[config.mk]
export PLATFORM = sky130hd
export DESIGN_NAME = sync_fifo_param
export DESIGN_NICKNAME = d
export VERILOG_FILES = /design/src/rtl/fifo_pkg.sv /design/src/rtl/sync_fifo_param_ram.sv /design/src/rtl/sync_fifo_param.sv
export SDC_FILE = /design/constraint.sdc
export NUM_CORES = 1
export LEC_CHECK = 0
export ABC_AREA = 0
export BUFFER_PORTS_ARGS = -buffer_cell sky130_fd_sc_hd__clkbuf_2
export CORE_ASPECT_RATIO = 1.25
export CORE_MARGIN = 10
export CORE_UTILIZATION = 55
export CTS_BUF_LIST = sky130_fd_sc_hd__clkbuf_4
export DETAILED_ROUTE_END_ITERATION = 10
export PLACE_DENSITY = 0.76
export SLEW_MARGIN = 15
export SYNTH_ARGS = -nofsm -noshare
export SYNTH_HDL_FRONTEND = slang
export SYNTH_SLANG_ARGS = --single-unit
[constraint.sdc]
create_clock -name clk -period 2.9 [get_ports clk]
set_clock_uncertainty 0.2 [all_clocks]
set_input_delay 0.29 -clock clk [delete_from_list [all_inputs] [get_ports clk]]
set_output_delay 0.29 -clock clk [all_outputs]
set_load 0.01 [all_outputs]
[src/rtl/fifo_pkg.sv]
// Shared sizing helpers for the synchronous FIFO family.
package fifo_pkg;

  localparam int FIFO_DEF_DATA_W = 8;
  localparam int FIFO_DEF_DEPTH  = 16;

  // Ceiling log2; constant-foldable so it can size ports and pointers.
  function automatic int fifo_clog2(input int value);
    int result;
    result = 0;
    while ((1 << result) < value) result++;
    return result;
  endfunction

endpackage

[src/rtl/sync_fifo_param_ram.sv]
// Simple dual-port storage array with registered read; a same-address
// write and read in one cycle returns the old contents.
module sync_fifo_param_ram #(
  parameter int DATA_W = 8,
  parameter int DEPTH  = 16,
  parameter int ADDR_W = 4
) (
  input  logic              clk,
  input  logic              rst,
  input  logic              we,
  input  logic [ADDR_W-1:0] waddr,
  input  logic [DATA_W-1:0] wdata,
  input  logic              re,
  input  logic [ADDR_W-1:0] raddr,
  output logic [DATA_W-1:0] rdata
);

  logic [DATA_W-1:0] mem [DEPTH];

  always_ff @(posedge clk) begin
    if (we) mem[waddr] <= wdata;
  end

  // Only the output register is reset; array contents survive reset.
  always_ff @(posedge clk) begin
    if (!rst)    rdata <= '0;
    else if (re) rdata <= mem[raddr];
  end

endmodule

[src/rtl/sync_fifo_param.sv]
// Parametrised single-clock FIFO: pointer/count logic, accept rules and
// registered status flags around a dual-port storage array.
module sync_fifo_param
  import fifo_pkg::*;
#(
  parameter int DATA_W   = FIFO_DEF_DATA_W,
  parameter int DEPTH    = FIFO_DEF_DEPTH,
  parameter int AF_LEVEL = 14,
  parameter int AE_LEVEL = 2
) (
  input  logic                   clk,
  input  logic                   rst,
  input  logic                   wr,
  input  logic                   rd,
  input  logic                   flush,
  input  logic [DATA_W-1:0]      WRITE_DATA,
  output logic [DATA_W-1:0]      READ_DATA,
  output logic                   FULL,
  output logic                   EMPTY,
  output logic                   ALMOST_FULL,
  output logic                   ALMOST_EMPTY,
  output logic [$clog2(DEPTH):0] COUNT,
  output logic                   OVERFLOW,
  output logic                   UNDERFLOW
);

  localparam int ADDR_W = fifo_clog2(DEPTH);
  localparam int PTR_W  = ADDR_W + 1;

  // Request semantics: wr/rd are requests sampled every edge. A read is
  // accepted whenever the FIFO holds data; a write whenever there is room
  // or a read in the same cycle frees a slot. Rejected requests leave the
  // state untouched and raise OVERFLOW/UNDERFLOW for exactly one cycle.
  logic             rd_ok, wr_ok;
  logic [PTR_W-1:0] wr_ptr, rd_ptr;
  logic [PTR_W-1:0] next_wr_ptr, next_rd_ptr, next_count;

  assign rd_ok = rd & ~EMPTY;
  assign wr_ok = wr & (~FULL | rd_ok);

  always_comb begin
    next_wr_ptr = wr_ptr;
    next_rd_ptr = rd_ptr;
    if (flush) begin
      next_wr_ptr = '0;
      next_rd_ptr = '0;
    end else begin
      next_wr_ptr = wr_ptr + {{ADDR_W{1'b0}}, wr_ok};
      next_rd_ptr = rd_ptr + {{ADDR_W{1'b0}}, rd_ok};
    end
    next_count = next_wr_ptr - next_rd_ptr;
  end

  // Flags are derived from the next-state count so all of them move together.
  always_ff @(posedge clk) begin
    if (!rst) begin
      wr_ptr       <= '0;
      rd_ptr       <= '0;
      COUNT        <= '0;
      EMPTY        <= 1'b1;
      ALMOST_EMPTY <= 1'b1;
      FULL         <= 1'b0;
      ALMOST_FULL  <= 1'b0;
      OVERFLOW     <= 1'b0;
      UNDERFLOW    <= 1'b0;
    end else begin
      wr_ptr       <= next_wr_ptr;
      rd_ptr       <= next_rd_ptr;
      COUNT        <= next_count;
      EMPTY        <= (next_count == '0);
      FULL         <= (next_count == PTR_W'(DEPTH));
      ALMOST_FULL  <= (next_count >= PTR_W'(AF_LEVEL));
      ALMOST_EMPTY <= (next_count <= PTR_W'(AE_LEVEL));
      OVERFLOW     <= ~flush & wr & ~wr_ok;
      UNDERFLOW    <= ~flush & rd & ~rd_ok;
    end
  end

  sync_fifo_param_ram #(
    .DATA_W (DATA_W),
    .DEPTH  (DEPTH),
    .ADDR_W (ADDR_W)
  ) u_ram (
    .clk   (clk),
    .rst   (rst),
    .we    (wr_ok & ~flush & rst),
    .waddr (wr_ptr[ADDR_W-1:0]),
    .wdata (WRITE_DATA),
    .re    (rd_ok & ~flush),
    .raddr (rd_ptr[ADDR_W-1:0]),
    .rdata (READ_DATA)
  );

endmodule
# After elaboration in Yosys (flattened, before gate mapping)
# Memory sizes are Yosys's and may differ from the RTL's. A register that Yosys moved wholly into a read port is not among the register bits.
# Index checks and enable logic that the tools add are counted.
# W data, S select, Z words.
# word_totals
ff_bits	21
mem_bits_rw	128
inputBits	13
output_inout_bits	19
word_cells	37
memories	1
# classes
addsub	3
order_cmp	2
n_eq_ne	1
n_mux	4
n_bitwise	15
reduce_logical	2
# mem_list
memory	words	word_bits	rd	rd_clocked_by_memory_dff	write_ports	line_no	text
u_ram.mem	16	8	1	1	1	sync_fifo_param_ram.sv:18	logic [DATA_W-1:0] mem [DEPTH];
# op_table
cell	count
$add A5 B1 Y5	2
$mux W5	2
$and A1 B1 Y1	9
$eq A5 B5 Y1 const B	1
$ge A5 B4 Y1 const B	1
$le A5 B2 Y1 const B	1
$logic_not A5 Y1	1
$not A1 Y1	5
$sub A5 B5 Y5	1
$mux W1	2
$logic_not A1 Y1	1
$or A1 B1 Y1	1

# Logic depth before layout (Yosys ltp)
# Gate-level depths: netlist of the first run.
# depth
ltp_word	8
depth_mapped	13
mapped_depth_nobuf	13

# Hierarchy
# A second synthesis of the first run with hierarchy kept.
# unflattened
cells_unflattened	414
area_unflattened_um2	6303.5
# modules_own_cells
mod	instances	cells_each	area_per_inst_um2	seq_area_each_um2
sync_fifo_param_ram	1	318	5351.4	4003.8
sync_fifo_param	1	96	952.2	420.4

# Least setup slack after synthesis of the first run
# OpenSTA, ideal clock, no wires.
# synth_path
path_kind	register -> register
start	reg EMPTY
end	reg EMPTY
setup_ps	84
t_arrival_ps	2784
required_ps	2616
slack_ps	-168
stages_incl_launch_ff	14
path_buffers	0
period_less_slack_ps	3068
path_cell_list	dfxtp_1 > nand2b_1 > nand2_1 > and2_1 > ha_1 > ha_1 > xnor2_1 > nor2_1 > ha_1 > a21oi_2 > nand2_1 > xor2_1 > or4_4 > o31ai_2
# synth_via
elab_chain_len	8
elab_cells_between_ends	10
classes_between	3 x add/sub; 2 x mux; 4 x bitwise; 1 x reduce/logical
# synth_rtl
item	line_no	text
start, declared	sync_fifo_param.sv:19	output logic EMPTY,
start signal, assigned	sync_fifo_param.sv:70	EMPTY <= (next_count == '0);
$not A1 Y1	sync_fifo_param.sv:38	assign rd_ok = rd & ~EMPTY;
$and A1 B1 Y1	sync_fifo_param.sv:38	
$or A1 B1 Y1	sync_fifo_param.sv:39	assign wr_ok = wr & (~FULL | rd_ok);
$and A1 B1 Y1	sync_fifo_param.sv:39	
$add A5 B1 Y5	sync_fifo_param.sv:48	next_wr_ptr = wr_ptr + {{ADDR_W{1'b0}}, wr_ok};
$mux W5	sync_fifo_param.sv:44	if (flush) begin
via next_wr_ptr[2]	sync_fifo_param.sv:36	logic [PTR_W-1:0] next_wr_ptr, next_rd_ptr, next_count;
$sub A5 B5 Y5	sync_fifo_param.sv:51	next_count = next_wr_ptr - next_rd_ptr;
$logic_not A5 Y1	sync_fifo_param.sv:70	
# The timed path passes the listed nets, and every way through them passes these cells.
# A chain may end at the register's enable or synchronous reset.

# Worst setup path after layout of the first run
# Same ends and word-level chain as after synthesis.

==> results_dict.tcl, run 1 <==
set metrics [dict create \
    ys_types 40 \
    synthMostInstantiatedCell "edfxtp_1" \
    worstReg2RegStart "EMPTY$_SDFF_PN1_" \
    drt_iter0_markers 307 \
    path_cells "nand2b_4 > nand2_4 > and2_4 > ha_4 > ha_4 > xnor2_4 > nor2_2 > ha_4 > a21oi_2 > nand2_1 > xor2_1 > or4_4 > o31ai_4" \
    detailedRoute.firstPassIterationCount 4 \
    std_cell_rows 43 \
    synth.cell_area_um2 6220 \
    design.die.area_um2 16000 \
    final_core_util_pct 65.0 \
    finish.net_count 452 \
    route.detailed.drc 0 \
    initial_utilization_pct 56.1 \
    outcome "complete, no violations" \
    cts.clk_slew.worst_paths_ns 0.14 \
    clk-insertion-delay-late_ns 0.54 \
    intPower_mw 3.00 \
    hold_start "wr" \
    totalWireLength_mm 12.6 \
    critical-path-slowest-cell "or4_4" \
    critical_path.endpoint_type "flip-flop" \
    area_delta_synth_final_pct 15.8 \
    yosysSeqAreaShare_pct 71.1 \
    yosys.area_share.simple_pct 7.06 \
    synthMuxAreaShare_pct 12.1 \
    syn_area_per_cell_um2 17.7 \
    clock_tree_from_tritoncts "done" \
    setup.worst_path.class "reg -> reg" \
    ant_nets 0 \
    dpl_worst_slack_ns -0.114 \
    grt_start_max_net_pins 33 \
    cts_num_sinks 157 \
    ranking_of_synthesized_cells_by_instance_count "edfxtp_1, nor2_1, dfxtp_1" \
    synth_fp_nets 373 \
    combinational_group_share_of_total_power_pct 6.1 \
    switching_share_pct 23.4 \
    gr-total-overflow 0 \
    timing.final.crit_period_ns 2.88 \
    report.final.setup_viol 0 \
    hold_path_class "in -> reg" \
    first_global_vias 3530 \
    crit_top_cell "ha_4" \
    io_buffers 31 \
    synth_seq_cells 157 \
    place.detailed.hpwl_mm 8.37 \
    crit_end "EMPTY$_SDFF_PN1_" \
    drive_above_1_share_pct 31.6 \
    worst_ir_drop_on_vdd_mv 0.291 \
    setup_ws_ns 0.0189 \
    yosysWarningCount 0 \
    worst_r2r_endpoint "EMPTY$_SDFF_PN1_" \
    fraction_of_synthesis_flops_using_an_asynchronous_set_or_reset_pin_pct 0 \
    timing.critical_path.from "EMPTY$_SDFF_PN1_" \
    core_area_um2 11100 \
    worst_setup_path_start_kind "flip-flop" \
    r2r_slack_ns 0.02 \
    count_of_cells_along_the_worst_register_to_register_path 13 \
    htreeDepth 4 \
    worst_tran_pin_value_ns 0.714 \
    grt_first_pass_wirelength_mm 19.9 \
    synth_flop_cell "edfxtp_1" \
    num_vias 3381 \
    power.leakage_nw 2.46 \
    layout.cells.non_filler 579 \
    yosys.area.top_type "edfxtp_1" \
    finalHoldWorstSlack_ns 0.150 \
    power-per-cell-area_nw_per_um2 543 \
    cts.root.buffer_cell "clkbuf_4" \
    crit_path_max_fanout 3 \
    synth_enable_flop_cells 128 \
    synth_xor_area_share_pct 1.39 \
    yosys.area.top_type_share_pct 61.8 \
    via_per_inst 5.84 \
    rsz0062_at_grt "true" \
    p_switching_mw 0.914 \
    ctsLongestPathBuffers 2 \
    cpPeakStageDelay_ns 0.51 \
    grtUsageTotal_pct 16.5 \
    fmax_ghz 0.347 \
    num-fill-cells 761 \
    max_cap_viol_count 0 \
    post-route-period-util_pct 99.3 \
    totalPowerFinal_mw 3.91 \
    final_design_area_no_fill_um2 7200 \
    yosys.area_share.adder_pct 1.93 \
    routability_congestion_estimate 0.893 \
    synth_cells 351 \
    seq_power_share_pct 62.9 \
    worst-endpoint-required_ns 3.16 \
    dp_cells 528 \
    setup_total_negative_slack_ns 0 \
    ys_top_cells_by_area "edfxtp_1, dfxtp_1, mux4_2" \
    main_combinational_cell_family_by_area_after_synthesis "multiplexers" \
    io_pins 32 \
    power.share.clock_pct 31.0 \
    final_hold_violating_endpoints 0 \
    slew_violations 0 \
    die_h_um 139 \
    worst-endpoint-arrival_ns 3.14 \
    maxSlewHeadroom_pct 52.3 \
    number_of_antenna_violations_at_the_first_check_in_global_routing 1 \
    placed_cell_area_um2 6680 \
    numCtsBuffers 17 \
    avgRoutedWirePerCell_um 21.8 \
    fp.dieW_um 115 \
    synth_compound_area_share_pct 4.19 \
]
==> routing by layer <==
layer / vias to the layer above / global-route usage (%) / share of wire, %
met5: - / 0 / 0
met4: 0 / 6.66 / 2.9
met3: 20 / 4.59 / 6.1
met2: 116 / 26.8 / 52
met1: 1705 / 20.1 / 39
li1: 1540 / - / -
==> how the worst min path moves through the flow <==
stage	end	cells after the start
6_report	wr_ptr[0]$_SDFF_PN0_	5
5_1_grt	u_ram.rdata[4]$_SDFFE_PN0P_	6
4_1_cts	u_ram.mem[13][4]$_DFFE_PP_	1
3_5_place_dp	u_ram.rdata[6]$_SDFFE_PN0P_	2
3_3_place_gp	u_ram.rdata[6]$_SDFFE_PN0P_	2
2_1_floorplan	u_ram.mem[0][0]$_DFFE_PP_	0
==> cell usage in the layout (no fill, tap or decap), drive strengths merged, types with 8 or more instances in the layout <==
cell type,instances
a22o,16
edfxtp,128
nor2,34
ha,8
o22ai,8
dfxtp,29
mux4,32
buf,30
inv,10
nand2,16
clkbuf,48
dlygate4sd3,15
==> state kept, by name (all words and copies together) (netlist names) <==
register      flops
OVERFLOW          1
COUNT             5
u_ram.mem       128
UNDERFLOW         1
wr_ptr            5
u_ram.rdata       8
EMPTY             1
FULL              1
rd_ptr            5
ALMOST_FULL       1
ALMOST_EMPTY      1
==> worst max-delay path, delay by kind of cell, from the launching register on <==
kind / cells / cell delay (ns)
AOI/OAI and AO/OA: 2 / 0.34
xor gates and xnor gates: 2 / 0.28
adders and majority gates: 3 / 0.55
DFF: 1 / 0.35
and+or+nand+nor: 6 / 1.06
==> power by group through the flow <==
| stage | Clock (mW) | Sequential (mW) | Combinational (mW) |
|---|---|---|---|
| after floorplan | 0 | 2.52 | 0.116 |
| after global placement | 0 | 2.51 | 0.198 |
| after detailed placement | 0 | 2.51 | 0.208 |
| after CTS | 1.24 | 2.46 | 0.226 |
| after global routing | 1.33 | 2.47 | 0.258 |
| final | 1.21 | 2.46 | 0.238 |
==> layout make-up <==
cell class	count	area (um^2)	area share, %
tap	135	169	2.34
clock buffer	17	128	1.77
timing repair buffer	76	531	7.36
inverter	5	18.8	0.261
sequential	157	4430	61.5
multi-input combinational	173	1790	24.9
clock inverter	15	138	1.91
antenna	1	2.50	0.0347
==> logic make-up after synthesis <==
| kind of cell | after synthesis |
|---|---|
| AND/OR/NAND/NOR | 90 |
| adder cells (fa/ha/maj) | 9 |
| buffers and inverters | 21 |
| multiplexers | 32 |
| XOR/XNOR | 9 |
| flip-flops | 157 |
| AO/OA/AOI/OAI | 33 |
==> what timing repair did <==
action	4_1_cts	5_1_grt
endpoints found under the hold margin	58	9
gates resized for setup	1	14
setup endpoints to repair	3	5
pin swaps	5	4
buffers inserted	1	2
hold buffers	14	1
No activity file was read; power rests on OpenSTA's default activity.
==> run 2, diff against run 1 <==
Settings changed: CORE_MARGIN 10 to default, CTS_CLUSTER_DIAMETER from default to 30.
==> run 2 against run 1 <==
Combinational power is 5% lower. Critical path type unchanged. Critical endpoint unchanged. Global-route usage up 5.4 points. First-iteration DRC count is 18% lower. Worst setup slack gained 0.027 ns. Maximum frequency increased by 0.96%. Non-clock buffer count increased by 1. Worst hold slack better by 0.038 ns.
==> results_dict.tcl, run 2 (synthesis gave the netlist of run 1 again) <==
set metrics [dict create \
    initial_utilization_pct 56.4 \
    final_design_area_no_fill_um2 7230 \
    clk-insertion-delay-late_ns 0.52 \
    most_common_library_cell_in_the_layout_ignoring_fill_and_taps "edfxtp_1" \
    die_h_um 121 \
    power-per-cell-area_nw_per_um2 546 \
    layout.cells.non_filler 579 \
    gr-total-overflow 0 \
    setup.worst_path.class "reg -> reg" \
    totalPowerFinal_mw 3.95 \
    core_area_um2 11000 \
    num_vias 3382 \
    cts.root.buffer_cell "clkbuf_4" \
    finalHoldWorstSlack_ns 0.188 \
    combinational_group_share_of_total_power_pct 5.7 \
    dp_cells 528 \
    num-fill-cells 728 \
    totalWireLength_mm 12.0 \
    final_hold_violating_endpoints 0 \
    intPower_mw 3.08 \
    rsz0062_at_grt "true" \
    hold_path_class "in -> reg" \
    cts_num_sinks 157 \
    clock_tree_from_tritoncts "done" \
    detailedRoute.firstPassIterationCount 5 \
    report.final.setup_viol 0 \
    slew_violations 0 \
    worst-endpoint-arrival_ns 3.10 \
    critical-path-slowest-cell "or4_4" \
    maxSlewHeadroom_pct 53.0 \
    drive_above_1_share_pct 31.8 \
    first_global_vias 3418 \
    finish.net_count 453 \
    crit_top_cell "ha_4" \
    htreeDepth 4 \
    power.leakage_nw 2.46 \
    grtUsageTotal_pct 21.9 \
    power.share.clock_pct 31.9 \
    design.die.area_um2 11700 \
    path_buf_inv 0 \
    cts.clk_slew.worst_paths_ns 0.13 \
    area.sequential_um2 4430 \
    worst_tran_pin_value_ns 0.703 \
    routability_congestion_estimate 0.798 \
    fmax_ghz 0.350 \
    regMostFlops "u_ram.mem" \
    area_delta_synth_final_pct 16.3 \
    path_cells "nand2b_4 > nand2_2 > and2_4 > ha_4 > ha_4 > xnor2_4 > nor2_2 > ha_4 > a21oi_2 > nand2_1 > xor2_1 > or4_4 > o31ai_2" \
    number_of_antenna_violations_at_the_first_check_in_global_routing 1 \
    final_core_util_pct 65.6 \
    outcome "complete, no violations" \
    io_buffers 31 \
    worst_ir_drop_on_vdd_mv 0.400 \
    grt_first_pass_wirelength_mm 18.6 \
    std_cell_rows 43 \
    worst-endpoint-required_ns 3.14 \
    switching_share_pct 22.1 \
    fp.dieW_um 97.1 \
    route.detailed.drc 0 \
    ant_nets 0 \
    layout.cells.most_common_list "edfxtp_1, nor2_1, clkbuf_2, buf_4, dfxtp_1" \
    drt_iter0_markers 251 \
    critical_path.endpoint_type "flip-flop" \
    p_switching_mw 0.871 \
    avgRoutedWirePerCell_um 20.8 \
    ctsLongestPathBuffers 2 \
    worst_setup_path_start_kind "flip-flop" \
    via_per_inst 5.84 \
    post-route-period-util_pct 98.4 \
    crit_path_max_fanout 3 \
    place.detailed.hpwl_mm 7.68 \
    io_pins 32 \
    grt_start_max_net_pins 33 \
    max_cap_viol_count 0 \
    top_regs "u_ram.mem x128, u_ram.rdata x8" \
    r2r_slack_ns 0.05 \
    critical_path.top_delay_family "simple AND/OR/NAND/NOR gates" \
    cpPeakStageDelay_ns 0.49 \
    seq_power_share_pct 62.4 \
    timing.final.crit_period_ns 2.85 \
    largest_register_ff_count 128 \
    numCtsBuffers 17 \
    placed_cell_area_um2 6680 \
    multi_input_area_um2 1800 \
]
==> run 2: cell count changes in the layout (fill, tap and decap cells not counted), moves of 2 or more <==
cell        previous run  this run
clkinvlp_4             4         6
ha_2                   3         0
ha_4                   4         6
inv_6                  4         1
==> run 2: area by class of cell <==
cell class / count / share of cell area, %
antenna: 1 / 0.0346
clock buffer: 18 / 1.87
clock inverter: 13 / 2.01
inverter: 5 / 0.260
multi-input combinational: 173 / 24.8
sequential: 157 / 61.2
tap: 135 / 2.34
timing repair buffer: 77 / 7.44
==> run 2: metrics by stage <==
| stage | setup TNS [ns] | setup WS (ns) |
|---|---|---|
| detailed placement | -0.0634 | -0.0634 |
| floorplan | 0 | 0.0132 |
| global placement | 0 | 0.00511 |
| finish | 0 | 0.0464 |
| global route | -0.0265 | -0.0265 |
| CTS | -0.0459 | -0.0459 |
==> run 2: worst paths after layout <==
path | start | endpoint | cells past startpoint
min reg2reg | u_ram.rdata[6]$_SDFFE_PN0P_ | u_ram.rdata[6]$_SDFFE_PN0P_ | 2
min | rd | u_ram.rdata[7]$_SDFFE_PN0P_ | 6
max | EMPTY$_SDFF_PN1_ | EMPTY$_SDFF_PN1_ | 13
max reg2reg | EMPTY$_SDFF_PN1_ | EMPTY$_SDFF_PN1_ | 13
==> run 2: power groups by stage <==
stage / registers [mW] / logic (mW) / clock network, mW
finish: 2.46 / 0.226 / 1.26
global route: 2.47 / 0.245 / 1.38
CTS: 2.46 / 0.220 / 1.30
detailed placement: 2.51 / 0.202 / 0
global placement: 2.51 / 0.196 / 0
floorplan: 2.52 / 0.116 / 0
==> run 2: repair_timing <==
item,4_1_cts,5_1_grt
pin swaps,9,6
buffers inserted,3,1
endpoints found under the setup margin,1,3
endpoints found under the hold margin,136,0
resized for setup,1,13
hold buffers,15,0
==> run 2: worst min-delay path, cell delays in order <==
cell,delay [ns]
clkbuf_2,0.11
nand2b_4,0.08
buf_4,0.10
nor2_1,0.03
buf_4,0.16
o22ai_1,0.10
==> run 2: metal layers <==
metal	track usage [%]	wire length (um)
met5	0	0
met4	10.2	289
met3	4.03	703
met2	38.1	6500
met1	26.7	4550
==> run 3, diff against run 2 <==
Settings changed: ABC_AREA 0 to 1, PLACE_DENSITY 0.76 to 0.75, REMOVE_ABC_BUFFERS from default to 1.
==> run 3 against run 2 <==
Worst setup slack improved by 0.031 ns. Synthesized cell count increased by 73%. Routed wire length increased by 20%. Sequential cell count unchanged. Largest cell class unchanged.
==> results_dict.tcl, run 3 <==
set metrics [dict create \
    hold_path_class "reg -> reg" \
    yosysWarningCount 0 \
    synth_cells 607 \
    io_pins 32 \
    grt-busiest-layer "met2" \
    regMostFlops "u_ram.mem" \
    fraction_of_synthesis_flops_using_an_asynchronous_set_or_reset_pin_pct 0 \
    synth_flop_cell "edfxtp_1" \
    power-per-cell-area_nw_per_um2 526 \
    ys_top_cells_by_area "edfxtp_1, dfxtp_1, nor2_1" \
    htreeDepth 4 \
    io_buffers 31 \
    timing.final.crit_period_ns 2.82 \
    worst_tran_pin_value_ns 0.600 \
    synth_seq_cells 157 \
    p_switching_mw 1.03 \
    die_h_um 125 \
    totalWireLength_mm 14.4 \
    place.detailed.hpwl_mm 9.11 \
    area.sequential_um2 4430 \
    worst_ir_drop_on_vdd_mv 0.265 \
    synth.cell_area_um2 6660 \
    globalRouteMet2Util_pct 40.5 \
    design.die.area_um2 12600 \
    avgRoutedWirePerCell_um 17.0 \
    route.detailed.drc 0 \
    grt_start_max_net_pins 54 \
    report.final.setup_viol 0 \
    final_hold_violating_endpoints 0 \
    numCtsBuffers 17 \
    intPower_mw 2.95 \
    fp.dieW_um 100 \
    grtUsageTotal_pct 24.3 \
    ys_types 30 \
    detailedRoute.firstPassIterationCount 5 \
    routability_congestion_estimate 0.844 \
    worst_setup_path_start_kind "primary input" \
    largest_register_ff_count 128 \
    grt_first_pass_wirelength_mm 22.6 \
    number_of_antenna_violations_at_the_first_check_in_global_routing 0 \
    finish.net_count 697 \
    seq_power_share_pct 62.1 \
    setup_ws_ns 0.0777 \
    yosys.area.top_type_share_pct 57.7 \
    num-fill-cells 918 \
    clk-insertion-delay-late_ns 0.55 \
    global_route.usage.met1_pct 30.7 \
    gr-total-overflow 0 \
    critical_path.endpoint_type "flip-flop" \
    drt_iter0_markers 320 \
    dp_cells 801 \
    layout.cells.most_common_list "edfxtp_1, nor2_1, nand2_1" \
    setup_total_negative_slack_ns 0 \
    dpl_worst_slack_ns 0.0300 \
    ranking_of_synthesized_cells_by_instance_count "edfxtp_1, nor2_1, nand2_1" \
    crit_path_max_fanout 3 \
    worst-endpoint-required_ns 3.20 \
    via_per_inst 5.47 \
    clock_tree_from_tritoncts "done" \
    area_delta_synth_final_pct 13.5 \
    combinational_group_share_of_total_power_pct 6.8 \
    outcome "complete, no violations" \
    yosys.area.top_type "edfxtp_1" \
    drive_above_1_share_pct 19.5 \
    yosysSeqAreaShare_pct 66.4 \
    syn_area_per_cell_um2 11.0 \
    synth_enable_flop_cells 128 \
    cts_num_sinks 157 \
    groute.layer.met3.usage_pct 5.42 \
    initial_utilization_pct 56.8 \
    fmax_ghz 0.354 \
    ant_nets 0 \
    core_area_um2 11700 \
    setup.worst_path.class "in -> reg" \
    maxSlewHeadroom_pct 60.0 \
    std_cell_rows 44 \
    first_global_vias 4526 \
    layout.cells.non_filler 849 \
    most_common_library_cell_in_the_layout_ignoring_fill_and_taps "edfxtp_1" \
    cts.clk_slew.worst_paths_ns 0.15 \
    num_vias 4642 \
    power.share.clock_pct 31.1 \
    cts.root.buffer_cell "clkbuf_4" \
    ctsLongestPathBuffers 2 \
    top_regs "u_ram.mem x128, u_ram.rdata x8" \
    worst-endpoint-arrival_ns 3.12 \
    slew_violations 0 \
    max_cap_viol_count 0 \
    multi_input_area_um2 1900 \
    post-route-period-util_pct 97.3 \
    num_antenna_cells 0 \
    synthMostInstantiatedCell "edfxtp_1" \
    switching_share_pct 25.9 \
    power.leakage_nw 2.95 \
]
==> run 3: metal layers <==
metal | vias up | routed length (um)
met1 | 2207 | 5560
met2 | 179 | 7550
met5 | - | 0
li1 | 2224 | -
met3 | 32 | 896
met4 | 0 | 393
==> run 3: worst max-delay path, cell delays in order <==
cell and delay (ns):
dlygate4sd3_1 0.53, clkbuf_2 0.11, inv_2 0.04, nor2_4 0.09, inv_1 0.07, nand2_1 0.07, nand2_1 0.07, inv_1 0.06
ha_2 0.26, nand2_2 0.08, ha_1 0.16, inv_2 0.05, fa_2 0.43, a21o_1 0.21, a21oi_2 0.18, nand3_2 0.11
nand2_2 0.10, nand2_1 0.08, nor2_1 0.11
==> run 3: cell type report <==
cell class / instances / share of cell area [%]
Inverter: 57 / 2.83
Timing Repair Buffer: 78 / 7.18
Clock inverter: 15 / 1.90
Sequential cell: 157 / 58.6
Clock buffer: 17 / 1.69
Multi-Input combinational cell: 364 / 25.2
Tap cell: 161 / 2.66
==> run 3: cell families (layout without fill, tap and decap cells) <==
kind of cell / Yosys count / after routing / synth area share [%]
AND/OR/NAND/NOR: 280 / 280 / 17.7
flip-flops: 157 / 157 / 66.4
buffers and inverters: 86 / 167 / 6.07
AO/OA/AOI/OAI: 74 / 74 / 7.92
adder cells (fa/ha/maj): 9 / 9 / 1.80
XOR/XNOR: 1 / 1 / 0.131
==> run 3: per-stage QoR <==
step	power, mW	util [%]	hold WS (ns)	area, um^2
after floorplan	2.66	-	0.159	6470
after global placement	2.75	60.2	0.286	7060
after detailed placement	2.76	60.2	0.292	7060
after CTS	3.99	63.7	0.374	7470
after global routing	4.12	64.5	0.409	7560
final	3.98	64.5	0.370	7560
==> run 3: power groups by stage <==
stage / clock network, mW / logic [mW] / registers, mW
after floorplan: 0 / 0.116 / 2.54
after global placement: 0 / 0.230 / 2.52
after detailed placement: 0 / 0.238 / 2.52
after CTS: 1.26 / 0.253 / 2.47
after global routing: 1.34 / 0.298 / 2.47
final: 1.24 / 0.270 / 2.47
==> run 3: repair_timing <==
| action | 4_1_cts | 5_1_grt |
|---|---|---|
| setup endpoints to repair | 0 | 5 |
| buffers inserted | 0 | 2 |
| hold buffers | 14 | 0 |
| resized for setup | 0 | 20 |
| hold endpoints to repair | 139 | 0 |
==> run 3: path summary, 6_finish.rpt <==
check                                            startpoint                          end  slack [ns]  cells past startpoint
worst max-delay path                                     rd              FULL$_SDFF_PN0_        0.08                     19
worst max register to register             EMPTY$_SDFF_PN1_              FULL$_SDFF_PN0_        0.08                     16
worst min register to register  u_ram.rdata[6]$_SDFFE_PN0P_  u_ram.rdata[6]$_SDFFE_PN0P_        0.37                      3
worst min-delay path            u_ram.rdata[6]$_SDFFE_PN0P_  u_ram.rdata[6]$_SDFFE_PN0P_        0.37                      3
